<file path="src/rtl/id_hazard_stage.sv">
// ID stage with load-use / branch-operand hazard stalls, forwarding selects,
// BEZ/BNEZ resolution in ID, and the ID/EX pipeline register.
module id_hazard_stage #(
  parameter int DATA_W   = 64,
  parameter int RADDR_W  = 5,
  parameter int IMM_W    = 16,
  parameter int OP_W     = 6,
  parameter int LOAD_LAT = 1
) (
  input  logic               clk,
  input  logic               reset,
  input  logic               id_valid,
  input  logic [OP_W-1:0]    id_op_code,
  input  logic [RADDR_W-1:0] id_rD,
  input  logic [RADDR_W-1:0] id_rA,
  input  logic [RADDR_W-1:0] id_rB,
  input  logic               id_rA_used,
  input  logic               id_rB_used,
  input  logic               id_wrEn,
  input  logic               id_memEn,
  input  logic               id_memwrEn,
  input  logic               id_bez,
  input  logic               id_bnez,
  input  logic [IMM_W-1:0]   id_imm_addr,
  input  logic [DATA_W-1:0]  id_rA_data,
  input  logic [DATA_W-1:0]  id_rB_data,
  input  logic [RADDR_W-1:0] mem_rD,
  input  logic               mem_wrEn,
  input  logic [RADDR_W-1:0] wb_rD,
  input  logic               wb_wrEn,
  input  logic [DATA_W-1:0]  wb_data,
  output logic               id_stall,
  output logic               id_br_taken,
  output logic [IMM_W-1:0]   id_br_target,
  output logic               ex_valid,
  output logic [OP_W-1:0]    ex_op_code,
  output logic [RADDR_W-1:0] ex_rD,
  output logic               ex_wrEn,
  output logic               ex_memEn,
  output logic               ex_memwrEn,
  output logic [IMM_W-1:0]   ex_imm,
  output logic [DATA_W-1:0]  ex_rA_data,
  output logic [DATA_W-1:0]  ex_rB_data,
  output logic [1:0]         ex_fwd_A,
  output logic [1:0]         ex_fwd_B
);

  typedef enum logic {RUN, STALL} state_e;

  typedef struct packed {
    logic               valid;
    logic [OP_W-1:0]    op;
    logic [RADDR_W-1:0] rd;
    logic               wr;
    logic               mem;
    logic               memwr;
    logic [IMM_W-1:0]   imm;
    logic [DATA_W-1:0]  a;
    logic [DATA_W-1:0]  b;
    logic [1:0]         fa;
    logic [1:0]         fb;
  } id_ex_t;

  localparam logic [2:0] CNT_INIT = 3'(LOAD_LAT - 1);

  state_e      state_q, state_d;
  logic [2:0]  cnt_q, cnt_d;
  id_ex_t      ex_q, ex_d;
  logic        ex_load, lu_haz, br_haz, stall, adv;
  logic [DATA_W-1:0] rbv;

  function automatic logic [1:0] fwd_sel(
    input logic               used,
    input logic [RADDR_W-1:0] r
  );
    if (!used)                        return 2'b00;
    else if (mem_wrEn && mem_rD == r) return 2'b01;
    else if (wb_wrEn && wb_rD == r)   return 2'b10;
    else                              return 2'b00;
  endfunction

  assign ex_load = ex_q.valid & ex_q.mem & ~ex_q.memwr & ex_q.wr;
  assign lu_haz  = ex_load & id_valid &
                   ((id_rA_used & (id_rA == ex_q.rd)) |
                    (id_rB_used & (id_rB == ex_q.rd)));
  // The branch compares rB in ID, so an EX-stage producer is too late.
  assign br_haz  = id_valid & (id_bez | id_bnez) &
                   ex_q.valid & ex_q.wr & (id_rB == ex_q.rd);

  always_comb begin
    state_d = state_q;
    cnt_d   = cnt_q;
    stall   = 1'b0;
    unique case (state_q)
      RUN: begin
        if (lu_haz) begin
          stall   = 1'b1;
          cnt_d   = CNT_INIT;
          state_d = (LOAD_LAT > 1) ? STALL : RUN;
        end else if (br_haz) begin
          stall = 1'b1;
        end
      end
      STALL: begin
        stall = 1'b1;
        cnt_d = cnt_q - 3'd1;
        if (cnt_q <= 3'd1) state_d = RUN;
      end
      default: state_d = RUN;
    endcase
  end

  assign id_stall = stall & ~reset;
  assign adv      = id_valid & ~stall;

  assign rbv = (wb_wrEn && wb_rD == id_rB) ? wb_data : id_rB_data;
  assign id_br_taken  = id_valid & ~stall & ~reset &
                        ((id_bez & (rbv == '0)) | (id_bnez & (rbv != '0)));
  assign id_br_target = id_imm_addr;

  always_comb begin
    ex_d       = '0;
    ex_d.valid = adv;
    ex_d.op    = id_op_code;
    ex_d.rd    = id_rD;
    ex_d.wr    = adv & id_wrEn;
    ex_d.mem   = adv & id_memEn;
    ex_d.memwr = adv & id_memwrEn;
    ex_d.imm   = id_imm_addr;
    ex_d.a     = id_rA_data;
    ex_d.b     = id_rB_data;
    ex_d.fa    = adv ? fwd_sel(id_rA_used, id_rA) : 2'b00;
    ex_d.fb    = adv ? fwd_sel(id_rB_used, id_rB) : 2'b00;
  end

  always_ff @(posedge clk) begin
    if (reset) begin
      state_q <= RUN;
      cnt_q   <= '0;
      ex_q    <= '0;
    end else begin
      state_q <= state_d;
      cnt_q   <= cnt_d;
      ex_q    <= ex_d;
    end
  end

  assign ex_valid   = ex_q.valid;
  assign ex_op_code = ex_q.op;
  assign ex_rD      = ex_q.rd;
  assign ex_wrEn    = ex_q.wr;
  assign ex_memEn   = ex_q.mem;
  assign ex_memwrEn = ex_q.memwr;
  assign ex_imm     = ex_q.imm;
  assign ex_rA_data = ex_q.a;
  assign ex_rB_data = ex_q.b;
  assign ex_fwd_A   = ex_q.fa;
  assign ex_fwd_B   = ex_q.fb;

endmodule

</file>
<file path="config.mk">
export PLATFORM = sky130hd
export DESIGN_NAME = id_hazard_stage
export DESIGN_NICKNAME = d
export VERILOG_FILES = /design/src/rtl/id_hazard_stage.sv
export SDC_FILE = /design/constraint.sdc
export NUM_CORES = 1
export LEC_CHECK = 0
export BUFFER_PORTS_ARGS = -buffer_cell sky130_fd_sc_hd__buf_2
export CAP_MARGIN = 20
export CORE_AREA = 5 5 164 166
export CTS_BUF_LIST = sky130_fd_sc_hd__clkbuf_16
export DETAILED_ROUTE_END_ITERATION = 6
export DIE_AREA = 0 0 169 171
export HOLD_SLACK_MARGIN = 0.08
export PLACE_DENSITY = 0.45
export SYNTH_ARGS = -nofsm -noshare
export SYNTH_HDL_FRONTEND = slang
export SYNTH_SLANG_ARGS = --single-unit
export TNS_END_PERCENT = 50
</file>
<file path="constraint.sdc">
create_clock -name clk -period 2 [get_ports clk]
set_input_delay 0 -clock clk [delete_from_list [all_inputs] [get_ports clk]]
set_output_delay 0 -clock clk [all_outputs]
set_load 0.005 [all_outputs]
</file>
==> results of run 1 <==
==> per-layer routing <==
layer	vias up	part of all wire	GRT usage	wire length [µm]
met2	223	0.49	0.2506	11110
met1	2584	0.41	0.1773	9320
met3	22	0.079	0.04945	1783
met5	-	0.00098	0	22
met4	4	0.013	0.03850	294
li1	2781	-	-	-
==> kinds of logic (layout without fill, tap and decap cells) <==
logic type / count (synthesis) / in the layout / synth area share
AOI/OAI and AO/OA: 9 / 9 / 0.01119
xor gates and xnor gates: 30 / 30 / 0.04897
adders and majority gates: 2 / 2 / 0.004663
buffers and inverters: 39 / 659 / 0.03988
DFF: 167 / 167 / 0.6231
muxes: 2 / 2 / 0.003731
and+or+nand+nor: 232 / 232 / 0.2684
==> where the power goes <==
group	switching [mW]	internal (mW)	total (mW)
combinational	0.406	0.657	1.06
clock	1.54	1.65	3.19
sequential	0.0430	3.49	3.54
==> Yosys cell counts (4+ instances only) <==
cell type	instances
a21oi_1	6
and3_1	7
nor4_1	38
nor2b_1	156
buf_4	16
inv_1	4
xor2_1	25
clkbuf_1	18
nor2_1	5
dfxtp_1	167
nand4_1	11
xnor2_1	5
nand3_1	4
==> cell type report <==
class	count	share of cell area
clock buffers	17	0.04127
multi-input cells	275	0.1801
inverters	4	0.001456
clock inverters	15	0.01456
well taps	335	0.04066
flip-flops and latches	167	0.3243
repair buffers	623	0.3976
==> worst max-delay path by stage <==
| stage | end | cells past startpoint | slack (ps) |
|---|---|---|---|
| 2_1_floorplan | ex_fwd_B[1] | 6 | 440 |
| 3_3_place_gp | ex_fwd_B[1] | 5 | 350 |
| 3_5_place_dp | ex_fwd_B[1] | 5 | 310 |
| 4_1_cts | id_br_taken | 9 | 2 |
| 5_1_grt | id_br_taken | 9 | 30 |
| 6_report | ex_fwd_A[1] | 7 | 230 |
==> critical path, cell delays in order <==
cell,delay [ps]
dlygate4sd3_1,550
buf_2,130
nand3_1,70
dlygate4sd3_1,560
nor2_1,40
dlygate4sd3_1,540
and3_1,180
==> registers in the layout, indices dropped and copies added, names as in the netlist <==
signal	flops
ex_rA_data	64
ex_rB_data	64
ex_imm	16
ex_op_code	6
ex_rD	5
cnt_q	3
ex_fwd_A	2
ex_fwd_B	2
ex_memEn	1
ex_memwrEn	1
ex_valid	1
ex_wrEn	1
state_q	1
==> per-stage QoR <==
step                      instance area, µm²  power (mW)  worst slack, ps  hold slack (ps)
after CTS                              10250       7.942            2.345            129.7
after detailed placement                7787       4.390            307.3            179.0
after floorplan                         5365       3.880            437.2            80.82
after global placement                  7787       4.392            346.0            180.7
after global routing                   10310       8.216            33.31            148.2
final                                  10310       7.790            232.5            156.1
==> repair_timing <==
action                                 in CTS  in global routing
setup buffers                               0                  1
hold buffers                              189                  1
setup endpoints to repair                   0                  2
endpoints found under the hold margin     164                  1
resized for setup                           0                  9
==> metrics.md, run 1 <==
| Metric | Value |
|---|---|
| Status | finished, final reports clean |
| Fmax | 0.5658 GHz |
| Leading cell types in the layout, fill and taps excluded | 427 x buf_2, 189 x dlygate4sd3_1, 167 x dfxtp_1 |
| CP startpoint kind | input port |
| Synth top area share | 0.6231 |
| Top cells by area, synth | dfxtp_1 62%, nor2b_1 18%, nor4_1 4.4% |
| Buffers on Ports | 431 |
| Initial antenna violation count | 2 |
| Layout cells sized above 1 | 0.4296 |
| Hold endpoint | ex_fwd_A[0] |
| Power density over the cells | 755.7 nW/µm² |
| Clk_skew | about 17 ps |
| Die X | 169 µm |
| Routability cong. | 0.9095 |
| Fin cells | approximately 1400 |
| Die Height | 171 µm |
| Clk sink count | 167 |
| Critical Path Fanout Max | 2 |
| GRT Total Usage | 0.1464 |
| CTS tree | yes |
| Hold Path Stages | 4 |
| Setup violators final | 0 |
| 1st-pass router iterations | 4 |
| Placed Cells incl. Taps | 1216 |
| Critical Path AT | 2070 ps |
| Max Cap Viol | 0 |
| Dominant cell type by area after synthesis | dfxtp_1 |
| Area taken by multi-input logic gates | approximately 1900 µm² |
| Initial Utilization | 0.2107 |
| Fin nets | 1341 |
| Number of synthesized register bits | 167 |
| Gr ovfl total | 0 |
| Syn Area/Cell | roughly 11 µm² |
| Critical hold path startpoint | mem_rD[3] |
| DR WL/cell | between 15 and 20 µm |
| Worst reg2reg startpoint | ex_rD[2] |
| CP Launch Point | wb_wrEn |
| Prevailing post-synth register cell | dfxtp_1 |
| Ant diodes | 0 |
| ANT nets after route | 0 |
| Register area | 3343 µm² |
| Final wirelength | between 20 and 25 mm |
| Core Util, Final | 0.4048 |
| Maximum vdd drop | ~0.43 mV |
| Setup_tns | 0 ps |
| Total nets after synthesis | ~730 |
| Drt drc | 0 |
| RSZ-0062 raised after global routing | no |
| Register area share after synthesis | 0.6231 |
| Leak | 4.959 nW |
| Syn Std Cell Area | about 5400 µm² |
| Vias in the first global route | roughly 5900 |
| Tmin final | 1767 ps |
| Slew Viols, Final | 0 |
| Post-synth ARST share | 0 |
| Clock-pin slew on the worst setup and hold paths | ~70 ps |
| CP required | between 2000 and 2500 ps |
| Slew @ Worst Pin | 609.4 ps |
| TritonCTS Buffers | 17 |
| Filler instances | 2598 |
| Hold Vio Cnt, Final | 0 |
| Rel. slew slack | 0.5900 |
| Warnings, synthesis | 0 |
| Commonest non-fill, non-tap cell in the layout | buf_2 |
| Syn-to-layout area delta | 92.14% |
| H-tree depth | 4 |
| Critical Path Sink Type | register |
| RR Endpoint | ex_fwd_B[1] |
| Vias per cell | 3.909 |
| First-pass GRT wire length | 32.77 mm |
| Crit path kind | input port to register |
| Root Driver | clkbuf_16 |
| Via count | 5614 |
| Max Root-Sink Buffers | 2 |
| DR iter-0 viols | approximately 210 |
| Pin count of the biggest net entering global routing | 113 |
| Std-Cell Rows | 59 |
| EDFF count, synth | 0 |
| Post-synth cell types | 26 |
| Syn Inst Count | 481 |
| Worst-Skew Late Latency | around 420 ps |
| Worst Hold Class | input port to register |
| I/O pin count | 432 |
| Worst Reg-to-Reg Cells | 5 |
| Core footprint | between 20000 and 30000 µm² |
| Total die area | 28900 µm² |
| Fin crit share | 0.8837 |
| R2r setup slk | about 390 ps |
| Hpwl dp | around 17 mm |
Note: power is estimated with default switching activity, not from simulation.
==> run 2, diff against run 1 <==
--- a/config.mk
+++ b/config.mk
@@ -7,12 +7,12 @@
 export LEC_CHECK = 0
 export BUFFER_PORTS_ARGS = -buffer_cell sky130_fd_sc_hd__buf_2
 export CAP_MARGIN = 20
-export CORE_AREA = 5 5 164 166
+export CORE_AREA = 5 5 163 165
 export CTS_BUF_LIST = sky130_fd_sc_hd__clkbuf_16
 export DETAILED_ROUTE_END_ITERATION = 6
-export DIE_AREA = 0 0 169 171
+export DIE_AREA = 0 0 168 170
 export HOLD_SLACK_MARGIN = 0.08
-export PLACE_DENSITY = 0.45
+export PLACE_DENSITY = 0.47
 export SYNTH_ARGS = -nofsm -noshare
 export SYNTH_HDL_FRONTEND = slang
 export SYNTH_SLANG_ARGS = --single-unit
==> constraint.sdc (replaced) <==
create_clock -name clk -period 1.5 [get_ports clk]
set_input_delay 0 -clock clk [delete_from_list [all_inputs] [get_ports clk]]
set_output_delay 0 -clock clk [all_outputs]
set_load 0.005 [all_outputs]
==> run 2 against run 1 <==
Net effect:
- the flow now finishes with violations (negative setup slack)
- sequential cell count is the same
- register-to-register slack lost 470 ps
- hold slack lost 66 ps
- sequential share of layout area grew 0.36 points
- worst setup slack lost 530 ps
- non-clock buffer count shrank 1
- sequential power grew 33%
- final area shrank 1.0%
- critical path type is now register to output port
- via count shrank 0.66%
- die area shrank 1.2%
- clock skew shrank 9.9 ps
- core utilization grew 0.53 points
==> metrics.md, run 2 (synthesized netlist as in run 1, its figures left out) <==
| Metric | Value |
|---|---|
| Clock-pin slew on the worst setup and hold paths | 70 ps (about the same) |
| Clk sink count | 167 (unchanged) |
| Most Used Layer, Global Route | met2 |
| Worst Reg-to-Reg Cells | 7 (+2) |
| CP required | 1500 ps (-800 ps) |
| Hold Path Stages | 3 (-1) |
| Pin count of the biggest net entering global routing | 73 (-35%) |
| Max Root-Sink Buffers | 2 (unchanged) |
| Fin crit share | 1.200 |
| Die X | 168 µm (-0.59%) |
| Final wirelength | 23.03 mm (+2.3%) |
| Worst Hold Class | input port to register |
| Hold Vio Cnt, Final | 0 (unchanged) |
| Ant diodes | 0 (unchanged) |
| Setup violators final | 6 (+6) |
| Max Cap Viol | 0 (unchanged) |
| Critical Path Fanout Max | 4 (+2) |
| Power density over the cells | 1018 nW/µm² (+35%) |
| Drt drc | 0 (unchanged) |
| Hpwl dp | 17.55 mm (+4.5%) |
| Routability cong. | 0.9624 (+5.8%) |
| Tmin final | between 1500 and 2000 ps |
| Sequential power share | 0.454 (about the same) |
| Design area | 10210 µm² (-1.0%) |
| ANT nets after route | 0 (unchanged) |
| Internal | 7.723 mW (+33%) |
| Switch share | 0.2568 (+0.001427) |
| GRT Total Usage | 0.1550 (+0.008602) |
| Met3 usage | 0.04413 (-0.005311) |
| Combinational Power Share | 0.136 (about the same) |
| Fmax | 0.5555 GHz |
| Fin cells | 1430 (-0.42%) |
| Clock Power Share | 0.410 (about the same) |
| DR WL/cell | 16.11 µm (+2.7%) |
| Crit path kind | register to output port |
| Worst-Skew Late Latency | 420 ps (about the same) |
| Rel. slew slack | 0.7213 (+0.1313) |
| Core Util, Final | 0.4100 (+0.005258) |
| Status | finished with violations |
| Final WS setup | -300.3 ps (-532.8 ps) |
| Worst reg2reg startpoint | ex_rD[4] |
| 1st-pass router iterations | 4 (unchanged) |
| Initial antenna violation count | 0 (-2) |
| Critical Path Sink Type | output port |
| Std-Cell Rows | 58 (-1.7%) |
| Commonest non-fill, non-tap cell in the layout | buf_2 |
| Net Switching | 2.668 mW (+34%) |
| CTS tree | yes |
| Hold Worst Slack | 90.52 ps (-65.57 ps) |
| CP startpoint kind | register |
| Layout cells sized above 1 | 0.4545 (+0.02494) |
| TritonCTS Buffers | 17 (unchanged) |
| Placed Cells incl. Taps | 1234 (+1.5%) |
| Syn-to-layout area delta | 90.23% |
| Via count | 5577 (-0.66%) |
| Die Height | 170 µm (-0.58%) |
| Slew @ Worst Pin | 414.3 ps (-195.1 ps) |
| Leading cell types in the layout, fill and taps excluded | 430 x buf_2, 164 x dfxtp_1, 163 x dlygate4sd3_1 |
| Hold endpoint | ex_imm[6] |
| DR iter-0 viols | 200 (-3.8%) |
| Critical Path AT | 1800 ps (-270 ps) |
| Fin nets | 1340 (-0.075%) |
| Vias in the first global route | 6034 (+2.5%) |
| Area post-placement | 7968 µm² (+2.3%) |
| Clk_skew | 7.209 ps (-9.914 ps) |
| RR Endpoint | cnt_q[1] |
| R2r setup slk | -80 ps (-470 ps) |
| H-tree depth | 4 (unchanged) |
| Met2 usage | 0.2605 (+0.009917) |
| Core footprint | 24890 µm² (-2.3%) |
| First-pass GRT wire length | 34.40 mm (+5.0%) |
| Critical hold path startpoint | reset |
| Vias per cell | 3.900 (-0.24%) |
| Leak | 4.936 nW (-0.46%) |
| Filler instances | 2480 (-4.5%) |
| RSZ-0062 raised after global routing | yes |
| Setup_tns | -691.8 ps (-691.8 ps) |
| Gr ovfl total | 0 (unchanged) |
| Slew Viols, Final | 0 (unchanged) |
| Initial Utilization | 0.2155 (+0.004882) |
| I/O pin count | 432 (unchanged) |
| Total die area | 28560 µm² (-1.2%) |
| Buffers on Ports | 431 (unchanged) |
| Root Driver | clkbuf_16 |
| Met1 Use GR | 0.1963 (+0.01903) |
| Maximum vdd drop | 0.6686 mV (+56%) |
| Failing checks | negative setup slack |
run 2: power by group through the flow:
stage / Sequential [mW] / Combinational [mW] / Clock [mW]
floorplan: 4.86 / 0.318 / 0
global placement: 4.82 / 1.09 / 0
detailed placement: 4.82 / 1.08 / 0
CTS: 4.72 / 1.42 / 4.43
global route: 4.74 / 1.55 / 4.64
finish: 4.72 / 1.42 / 4.26
run 2: repair_timing:
item                                   CTS  global route
gates resized for setup                  1             7
hold buffers                           163             0
endpoints found under the hold margin  164             0
setup buffers                            0             1
pin swaps                                0             5
setup endpoints to repair                3            10
run 2: how the worst max path moves through the flow:
stage,startpoint,endpoint,cells past startpoint
6_report,ex_rD[4],id_br_taken,7
3_3_place_gp,id_rB_data[20],id_br_taken,9
2_1_floorplan,ex_rD[4],ex_fwd_B[1],6
4_1_cts,ex_rD[4],id_br_taken,7
3_5_place_dp,wb_data[2],id_br_taken,9
5_1_grt,ex_rD[4],id_br_taken,7
run 2: critical path: stages, from the launching register on:
cell and delay (ps):
dfxtp_2 330, xor2_1 140, nor4_2 320, a41oi_2 170, buf_6 150, nand4_1 70
mux2i_1 70, buf_2 140
run 2: layer usage:
metal	up-vias	part of all wire
li1	2775	-
met2	225	0.48
met5	-	0
met1	2557	0.43
met4	0	0.016
met3	20	0.071
run 2: cell type report:
class	count	area [µm²]	share of cell area
multi-input combinational	275	1833	0.1796
tap	330	412.9	0.04046
clock buffer	17	425.4	0.04168
sequential	167	3347	0.3279
clock inverter	15	142.6	0.01398
inverter	4	15.01	0.001471
timing repair buffer	622	4030	0.3949
run 2: per-stage QoR:
stage | power (mW) | worst slack [ps]
floorplan | 5.173 | -33.33
global placement | 5.902 | -214.5
detailed placement | 5.903 | -168.9
CTS | 10.56 | -349.8
global route | 10.93 | -460.3
finish | 10.39 | -300.3
==> run 3, diff against run 2 <==
==> constraint.sdc (replaced) <==
create_clock -name clk -period 1.5 [get_ports clk]
set_input_delay 0.15 -clock clk [delete_from_list [all_inputs] [get_ports clk]]
set_output_delay 0.15 -clock clk [all_outputs]
set_load 0.005 [all_outputs]
==> run 3 against run 2 <==
Net effect:
- the run still ends with negative setup slack left
- final area rose by 2.8%
- sequential share of layout area down 0.91 points
- critical path depth is 1 higher
- power is 0.36% higher
- critical path type unchanged
==> metrics.md, run 3 (synthesized netlist as in run 1, its figures left out) <==
| Metric | Value |
|---|---|
| Critical path's most frequent cell | buf_4 |
| Commonest non-fill, non-tap cell in the layout | buf_2 |
| Pin count of the biggest net entering global routing | 105 (+44%) |
| Initial Utilization | 0.2155 (unchanged) |
| H-tree depth | 4 (unchanged) |
| Core footprint | 24890 µm² (unchanged) |
| Buf/Inv on CP | 3 (+1) |
| Vias per cell | 3.920 (+0.51%) |
| Setup_tns | -953.5 ps (-261.8 ps) |
| Buffers on Ports | 431 (unchanged) |
| Total die area | 28560 µm² (unchanged) |
| Max Root-Sink Buffers | 2 (unchanged) |
| Critical Path AT | 1800 ps (about the same) |
| DR WL/cell | 16.08 µm (-0.20%) |
| Final wirelength | 23.49 mm (+2.0%) |
| Hold Vio Cnt, Final | 0 (unchanged) |
| Failing checks | negative setup slack |
| Worst path max stage delay | 350 ps (+20 ps) |
| Tmin final | 1952 ps (+152.1 ps) |
| Die Height | 170 µm (unchanged) |
| CP max-delay cell | dfxtp_2 |
| Hold Path Stages | 2 (-1) |
| ANT nets after route | 0 (unchanged) |
| Vias in the first global route | 6085 (+0.85%) |
| CP Cell Sequence | xor2_1, nor3_1, buf_4, nand3_1, buf_4, nand4_1, mux2i_1, buf_2 |
| Initial antenna violation count | 1 (+1) |
| Critical Path Fanout Max | 3 (-1) |
| Crit path depth | 8 (+1) |
| Slew @ Worst Pin | 516.2 ps (+101.9 ps) |
| Layout cells sized above 1 | 0.4805 (+0.02599) |
| DR iter-0 viols | 273 (+37%) |
| Status | finished with violations |
| Power density over the cells | 993.5 nW/µm² (-2.4%) |
| First-pass GRT wire length | 35.04 mm (+1.8%) |
| Worst-Skew Late Latency | 420 ps (about the same) |
| Setup violators final | 6 (unchanged) |
| Slew Viols, Final | 0 (unchanged) |
| Crit path kind | register to output port |
| Routability cong. | 0.9745 (+1.3%) |
| Syn-to-layout area delta | 95.64% |
| Fin nets | 1370 (+2.2%) |
| Hold Worst Slack | 125.6 ps (+35.07 ps) |
| Fin crit share | 1.302 (+0.1014) |
| R2r setup slk | -50 ps (+30 ps) |
| Fmax | 0.5122 GHz (-7.8%) |
| Gr ovfl total | 0 (unchanged) |
| Final WS setup | -452.4 ps (-152.1 ps) |
| Clock-pin slew on the worst setup and hold paths | 70 ps (about the same) |
| Critical Path Sink Type | output port |
| Hpwl dp | 17.92 mm (+2.1%) |
| RSZ-0062 raised after global routing | yes |
| 1st-pass router iterations | 4 (unchanged) |
| Via count | 5727 (+2.7%) |
| Leading cell types in the layout, fill and taps excluded | 430 x buf_2, 164 x dfxtp_1, 158 x dlygate4sd3_1 |
| Delay-heaviest family, CP | buffers and inverters |
| Std-Cell Rows | 58 (unchanged) |
| CP startpoint kind | register |
| Clk sink count | 167 (unchanged) |
| Maximum vdd drop | 0.5764 mV (-14%) |
| TritonCTS Buffers | 17 (unchanged) |
| Die X | 168 µm (unchanged) |
| Clk_skew | 10.15 ps (+2.940 ps) |
| Drt drc | 0 (unchanged) |
| Leak | 5.099 nW (+3.3%) |
| Root Driver | clkbuf_16 |
| Worst Hold Class | input port to register |
| CTS tree | yes |
| Filler instances | 2464 (-0.65%) |
| CP required | 1350 ps (-150 ps) |
| Worst Reg-to-Reg Cells | 6 (-1) |
| Rel. slew slack | 0.6559 (-0.06539) |
| I/O pin count | 432 (unchanged) |
| Max Cap Viol | 0 (unchanged) |
| GRT Total Usage | 0.1582 (+0.003226) |
run 3: cell types whose count changed in the layout (fill, tap and decap cells not counted), sizes merged:
cell / delta
inv: -1
clkinv: +1
buf: +35
dlygate4sd3: -5
diode: +1
run 3: worst register-to-register path, cell delays in order (launching register included):
cell and delay, ps:
dfxtp_2 330, xor2_1 140, nor4_2 290, a41oi_2 150
buf_4 170, and3_4 170, and4b_1 190
run 3: metal layers:
layer,global-route usage,vias up,wire length [µm]
met4,0.04869,0,445
met2,0.2673,232,11440
met3,0.04808,24,1796
li1,-,2838,-
met1,0.1947,2633,9808
met5,0,-,0
run 3: final timing paths:
check,from,end
setup / recovery,ex_rD[2],id_br_taken
hold / removal,id_rB_used,ex_fwd_B[1]
setup reg to reg,ex_rD[4],ex_fwd_B[1]
hold reg to reg,cnt_q[0],cnt_q[0]
run 3: final cells by class:
type / instances / area, µm² / area share
diodes: 1 / 2.502 / 0.0002384
clock buffers: 17 / 425.4 / 0.04053
clock inverters: 15 / 142.6 / 0.01359
inverters: 4 / 15.01 / 0.001430
multi-input cells: 275 / 1908 / 0.1818
flip-flops and latches: 167 / 3347 / 0.3189
well taps: 330 / 412.9 / 0.03934
repair buffers: 652 / 4243 / 0.4042
run 3: power breakdown:
group	internal (mW)	leakage [nW]	switching, mW
combinational	0.916	3.43	0.573
sequential	4.66	1.39	0.0596
clock	2.20	0.277	2.02
run 3: stage by stage:
| step | worst slack (ps) | instance area [µm²] | std cells | utilization | power (mW) |
|---|---|---|---|---|---|
| final | -452.4 | 10500 | 1461 | 0.4217 | 10.43 |
| after global routing | -623.0 | 10500 | 1461 | 0.4217 | 10.95 |
| after CTS | -484.6 | 10480 | 1460 | 0.4209 | 10.61 |
| after detailed placement | -766.6 | 8238 | 1270 | 0.3310 | 5.976 |
| after global placement | -860.4 | 8238 | 1270 | 0.3310 | 5.974 |
| after floorplan | -33.33 | 5366 | 481 | - | 5.173 |
run 3: timing repair:
item                                    CTS  global route
gates cloned                              0             0
pin swaps                                 5             3
hold buffers                            158             0
setup buffers                             1             0
gates resized for setup                  16             4
hold endpoints to repair                159             0
endpoints found under the setup margin    9            13
